### src/rtl/truth_table_checker_pkg.sv
// Shared types and constants for the truth-table checker.
package truth_table_checker_pkg;

  localparam int N_VEC = 16;
  localparam int VEC_W = 4;

  typedef enum logic [1:0] {
    ST_IDLE  = 2'd0,
    ST_APPLY = 2'd1,
    ST_DONE  = 2'd2
  } state_e;

endpackage

### src/rtl/truth_table_checker_vec_sequencer.sv
// Vector sequencer: holds each input vector for SETTLE cycles and flags the
// cycle in which the DUT response should be sampled.
module truth_table_checker_vec_sequencer
  import truth_table_checker_pkg::*;
#(
  parameter int SETTLE = 2
) (
  input  logic             clk,
  input  logic             rst_n,
  input  logic             clear,
  input  logic             run,
  output logic [VEC_W-1:0] abcd,
  output logic             sample_en,
  output logic             last_vec
);

  // A one-cycle settle window still needs a 1-bit counter to keep widths legal.
  localparam int CW = (SETTLE > 1) ? $clog2(SETTLE) : 1;
  localparam logic [CW-1:0] CNT_LAST = CW'(SETTLE - 1);
  localparam logic [VEC_W-1:0] VEC_LAST = VEC_W'(N_VEC - 1);

  logic [CW-1:0]    cnt_q, cnt_d;
  logic [VEC_W-1:0] abcd_q, abcd_d;

  assign abcd      = abcd_q;
  assign last_vec  = (abcd_q == VEC_LAST);
  assign sample_en = run && (cnt_q == CNT_LAST);

  // Next-state: restart on clear, otherwise advance while running; the
  // vector counter parks on the last vector after the sweep.
  always_comb begin
    cnt_d  = cnt_q;
    abcd_d = abcd_q;
    if (clear) begin
      cnt_d  = '0;
      abcd_d = '0;
    end else if (run) begin
      if (cnt_q == CNT_LAST) begin
        cnt_d = '0;
        if (!last_vec) abcd_d = abcd_q + VEC_W'(1);
      end else begin
        cnt_d = cnt_q + CW'(1);
      end
    end
  end

  // Counter registers.
  always_ff @(posedge clk or negedge rst_n) begin
    if (!rst_n) begin
      cnt_q  <= '0;
      abcd_q <= '0;
    end else begin
      cnt_q  <= cnt_d;
      abcd_q <= abcd_d;
    end
  end

endmodule

### config.mk
export PLATFORM = sky130hd
export DESIGN_NAME = truth_table_checker_vec_sequencer
export DESIGN_NICKNAME = d
export VERILOG_FILES = /design/src/rtl/truth_table_checker_pkg.sv /design/src/rtl/truth_table_checker_vec_sequencer.sv
export SDC_FILE = /design/constraint.sdc
export NUM_CORES = 1
export LEC_CHECK = 0
export CORE_AREA = 2 2 39 41
export CTS_CLUSTER_SIZE = 24
export DETAILED_ROUTE_END_ITERATION = 7
export DIE_AREA = 0 0 41 43
export PLACE_DENSITY_LB_ADDON = 0.3
export SLEW_MARGIN = 20
export SYNTH_ARGS = -nofsm -noshare
export SYNTH_HDL_FRONTEND = slang
export SYNTH_SLANG_ARGS = --single-unit
### constraint.sdc
create_clock -name clk -period 1.5 [get_ports clk]
set_input_delay 0.3 -clock clk [delete_from_list [all_inputs] [get_ports clk]]
set_output_delay 0.3 -clock clk [all_outputs]
set_load 0.02 [all_outputs]
==> metrics.cfg, run 1 <==
[run_status]
run_status = finished clean

[worst_setup_path]
worstPathMaxFanout = 5
rrSetupSlack_ps = 60
r2r_start = abcd[0]$_DFFE_PN0P_
worstSetupEndpoint = abcd[0]$_DFFE_PN0P_
path_class = register to register
rr_worst_depth = 5
slowest_stage = dfrtp_2
crit_arrival_ps = 1600
crit_chain = ha_2 > and3_4 > buf_4 > or3_1 > a21oi_1
required_ps = 1670
crit_path_end_kind = register
critPathMaxStageDelay_ps = 400
r2r-end = abcd[0]$_DFFE_PN0P_
cp-start-kind = register
crit_start = abcd[0]$_DFFE_PN0P_

[floorplanning]
initial_utilization_pct = 18.08
die_x_um = 41
core_area_mm2 = 0.001384
rows = 14
die_h_um = 43
dieArea_mm2 = 0.001763
num_io_pins = 10

[cts]
clkLatencyLatePin_ps = 250
clkSinkCount = 5
cts_max_level = 1
clk_pin_slew_ps = 50
cts_buffers = 3
postCtsSetupBuffers = 0
clock_path_buffers = 2
cts-root-buf = clkbuf_4
cts_tree = built

[yosys]
synth-compound-area-share_pct = 22.00
synth_xor_area_share_pct = 3.500
synth_seq_cells = 5
yosys.area_share.adder_pct = 5.000
synth_top_family_by_area = compound AO/OA/AOI/OAI gates
synth-seq-area-share_pct = 50.00
synthesis.area_um2 = 250.2
synthCells = 25
syn-num-nets = 30
yosys_warnings = 0
muxShareOfSynthArea_pct = 0
syn_avg_cell_area_um2 = 10.01
synth-simple-area-share_pct = 13.00
synth_cell_types = 16

[placement]
dp_hpwl_um = 487.6
io_buffers = 9
place_congestion = 0.7131

[flow_run]
drv_cap = 0

[power]
power.share.sequential_pct = 41.3
p_clk_share_pct = 45.3
vdd_drop_max_mv = 0.2848
switching_power_w = 0.00008803
switching_share_pct = 25.23
leakagePower_nw = 0.2167
combPwrFrac_pct = 13.4
internal_power_w = 0.0002609
p_per_area_mw_per_mm2 = 806.0

[timing]
setup_violations = 0
period_needed_ps = 1436
max_freq_ghz = 0.6962
tightest_slew_ps = 343.3
fin_crit_sh_pct = 95.76
whs_ps = 273.9
finClkSkew_ps = 6.752
slew_headroom_pct = 76.83
finalHoldViolCount = 0
drv_slew = 0
rsz0062_at_grt = false

[layout]
antennaDiodeCount = 0
multi_input_area_um2 = 116.4
final_cell_mix = buf_4, dlygate4sd2_1
final_common_cell = buf_4
drive_gt1_share_pct = 38.64
area_growth_pct = 73.00
nFillCells = 156
seqCellArea_um2 = 127.6
utilization_pct = 31.28
nNetsFinal = 50

[route]
drt_iter0_drc = 4
via_count = 257
first_pass_iters = 2
ant_nets = 0
viasPerCell = 4.283
wl_um = 583
drc = 0
post_drt_wl_per_cell_um = 9.717

[global_routing]
grt_first_pass_wirelength_um = 966
grt_overflow = 0
grt_use_total_pct = 9.091
grt_max_degree = 8
antenna_found_initial = 0
first_global_vias = 259

[min_path]
hold_class = input pin to async pin

-- cell families (layout without fill, tap and decap cells) --
group,count (synthesis),after routing
flops,5,5
buf+inv,4,23
fa+ha+maj,1,1
xor+xnor,1,1
compound gates,8,8
simple gates,6,6
-- flip-flops by register name, summed over array words and instances (netlist names) --
name   flops
abcd       4
cnt_q      1
-- metrics by stage --
| step | cell area [µm²] | std cells | setup TNS (ps) | total power [W] | worst slack [ps] |
|---|---|---|---|---|---|
| after global routing | 432.9 | 60 | 0 | 0.0003751 | 16.09 |
| final | 432.9 | 60 | 0 | 0.0003490 | 63.59 |
| after global placement | 410.4 | 56 | -572.9 | 0.0001957 | -338.5 |
| after floorplan | 255.2 | 25 | 0 | 0.0001648 | 2.291 |
| after CTS | 429.2 | 60 | 0 | 0.0003589 | 5.143 |
| after detailed placement | 410.4 | 56 | -606.4 | 0.0001967 | -330.0 |
-- area by class of cell --
| type | instances | area share (%) |
|---|---|---|
| Sequential cell | 5 | 29.48 |
| Multi-Input combinational cell | 16 | 26.88 |
| Timing Repair Buffer | 16 | 30.06 |
| Clock buffer | 3 | 5.202 |
| Clock inverter | 1 | 1.156 |
| Tap cell | 16 | 4.624 |
| Inverter | 3 | 2.601 |
-- worst min path at each step --
stage	depth (start not counted)	slack (ps)	startpoint	to
2_1_floorplan	0	4	rst_n	abcd[0]$_DFFE_PN0P_
3_3_place_gp	2	520	cnt_q$_DFFE_PN0P_	cnt_q$_DFFE_PN0P_
3_5_place_dp	1	540	rst_n	abcd[2]$_DFFE_PN0P_
4_1_cts	1	270	rst_n	abcd[3]$_DFFE_PN0P_
5_1_grt	1	280	rst_n	abcd[2]$_DFFE_PN0P_
6_report	1	270	rst_n	abcd[2]$_DFFE_PN0P_
-- per-layer routing --
metal | vias to the layer above | GRT usage (%) | wire, µm
met1 | 121 | 7.541 | 222
met5 | - | 0 | 0
met2 | 4 | 13.44 | 329
met4 | 0 | 10.00 | 0
met3 | 0 | 4.712 | 31
li1 | 132 | - | -
-- worst max-delay path: cells and delay by family, from the launching register on --
kind	cells	cell delay (ps)
flops	1	400
simple gates	2	490
buf+inv	1	140
fa+ha+maj	1	190
compound gates	1	140
-- synth_stat cells --
library cell	number	area (µm²)
o21ai_0	2	10.01
nand2_1	1	3.750
nor2_1	1	3.750
nand3b_1	1	7.510
inv_1	3	11.26
dfrtp_1	5	125.1
xnor2_1	1	8.760
or3_1	1	6.260
a21oi_1	2	10.01
ha_1	1	12.51
o41ai_1	2	17.52
o311ai_1	1	8.760
and3_1	1	6.260
o311ai_0	1	8.760
buf_2	1	5.000
nand3_1	1	5.000
-- power groups by stage --
| stage | registers (W) | logic, W | clock network [W] |
|---|---|---|---|
| after floorplan | 0.000150 | 0.0000152 | 0 |
| after global placement | 0.000146 | 0.0000502 | 0 |
| after detailed placement | 0.000146 | 0.0000505 | 0 |
| after CTS | 0.000144 | 0.0000484 | 0.000167 |
| after global routing | 0.000145 | 0.0000522 | 0.000178 |
| final | 0.000144 | 0.0000468 | 0.000158 |
-- timing repair --
item / 4_1_cts / 5_1_grt
setup endpoints to repair: 6 / 4
pin swaps: 0 / 1
cloned: 0 / 0
hold buffers: 0 / 0
gates resized for setup: 11 / 4
No activity file was read; power rests on OpenSTA's default activity.
==> inputs of run 2 (changes only) <==
- ABC_CLOCK_PERIOD_IN_PS: unset -> 1500
==> results of run 2 <==
Same layout as run 1: the final DEF is identical, and so are final timing and power.
==> inputs of run 3 (changes only) <==
- ABC_CLOCK_PERIOD_IN_PS: 1500 -> 1600
- clock period: 1.5 -> 1.6 ns (I/O delays scaled with it)
==> metrics.cfg, run 3 (synthesis gave the netlist of run 1 again) <==
[layout]
postLayoutCellArea_um2 = 410.4
largest_reg_flops = 4
final_cell_mix = dfrtp_1, buf_4
utilization_pct = 29.66
drive_gt1_share_pct = 26.19
nFillCells = 149
area_growth_pct = 64.00
antennaDiodeCount = 0
nNetsFinal = 48

[cts]
cts_max_level = 1
clk_pin_slew_ps = 50
cts_tree = built
clock_path_buffers = 2
cts_buffers = 3
cts-root-buf = clkbuf_4
clkLatencyLatePin_ps = 240
clkSinkCount = 5
hold_buffers = 0

[timing]
fin_crit_sh_pct = 93.35
slew_headroom_pct = 73.56
tightest_slew_ps = 391.6
period_needed_ps = 1494
max_freq_ghz = 0.6695
whs_ps = 308.2
drv_slew = 0
finalHoldViolCount = 0
rsz0062_at_grt = false
finClkSkew_ps = 2.557
setup_violations = 0

[global_routing]
gr-max-usage-layer = met2
grt_util_met3_pct = 4.712
grt_use_total_pct = 9.788
antenna_found_initial = 0
use_met1_pct = 10.46
grt_max_degree = 9
global_route.usage.met2_pct = 14.69
first_global_vias = 265
grt_first_pass_wirelength_um = 1124
grt_overflow = 0

[route]
first_pass_iters = 3
drc = 0
ant_nets = 0
viasPerCell = 4.431
wl_um = 656
post_drt_wl_per_cell_um = 11.31
via_count = 257
drt_iter0_drc = 5

[worst_setup_path]
worstSetupEndpoint = sample_en
rrSetupSlack_ps = 140
required_ps = 1280
r2r_start = abcd[0]$_DFFE_PN0P_
crit_arrival_ps = 1170
path_class = input pin to output pin
cp-start-kind = input pin
rr_worst_depth = 5
worstPathMaxFanout = 8
crit_start = run
crit_path_end_kind = output pin
r2r-end = abcd[0]$_DFFE_PN0P_

[floorplanning]
die_x_um = 41
initial_utilization_pct = 18.08
dieArea_mm2 = 0.001763
rows = 14
num_io_pins = 10
die_h_um = 43
core_area_mm2 = 0.001384

[placement]
place_congestion = 0.6812
place_area_um2 = 392.9
io_buffers = 9
dp_hpwl_um = 510.9

[flow_run]
drv_cap = 0

[min_path]
hold_class = input pin to async pin

[power]
leakagePower_nw = 0.2261
vdd_drop_max_mv = 0.3159
p_per_area_mw_per_mm2 = 793.3
fin_total_pwr_w = 0.0003256

[run_status]
run_status = finished clean

## run 3: cell count changes in the layout (fill, tap and decap cells not counted), sizes merged
cell	delta
dlymetal6s2s	+1
buf	-3
clkbuf	+2
clkinv	-1
dlygate4sd2	-1
## run 3: routing by layer
layer	vias up	share of wire, %	wire [µm]
met2	4	52	342
li1	127	-	-
met1	126	43	285
met5	-	0	0
met3	0	4.3	28
met4	0	0	0
## run 3: repair_timing
item | in CTS | in global routing
resized for setup | 10 | 2
endpoints found under the setup margin | 5 | 2
setup buffers | 0 | 0
## run 3: worst min path at each step
stage	start	end	slack [ps]	cells past startpoint
6_report	rst_n	cnt_q$_DFFE_PN0P_	310	1
5_1_grt	rst_n	cnt_q$_DFFE_PN0P_	320	1
4_1_cts	rst_n	cnt_q$_DFFE_PN0P_	310	1
3_5_place_dp	abcd[3]$_DFFE_PN0P_	abcd[3]$_DFFE_PN0P_	530	1
3_3_place_gp	abcd[3]$_DFFE_PN0P_	abcd[3]$_DFFE_PN0P_	510	1
2_1_floorplan	rst_n	abcd[0]$_DFFE_PN0P_	20	0
## run 3: through the flow
| step | TNS, ps | setup slack (ps) | instances |
|---|---|---|---|
| after global placement | -369.7 | -369.7 | 54 |
| after global routing | 0 | 41.39 | 58 |
| final | 0 | 106.4 | 58 |
| after detailed placement | -463.5 | -401.8 | 54 |
| after floorplan | 0 | 63.54 | 25 |
| after CTS | 0 | 9.532 | 58 |
## run 3: layout make-up
type / count / area (µm²) / area share, %
clock buffers: 4 / 26.28 / 6.402
well taps: 16 / 20.02 / 4.878
flip-flops and latches: 5 / 125.1 / 30.49
multi-input cells: 16 / 111.4 / 27.13
repair buffers: 14 / 116.4 / 28.35
inverters: 3 / 11.26 / 2.744
## run 3: worst max-delay path, stage by stage
cell             delay, ps
clkdlybuf4s50_1        500
nand2_2                110
inv_1                   90
buf_2                  160
## run 3: report_power, final
part / leakage [nW] / internal, W / switching, W
combinational: 0.143 / 0.0000203 / 0.0000222
clock: 0.0150 / 0.0000944 / 0.0000535
sequential: 0.0684 / 0.000132 / 0.00000352
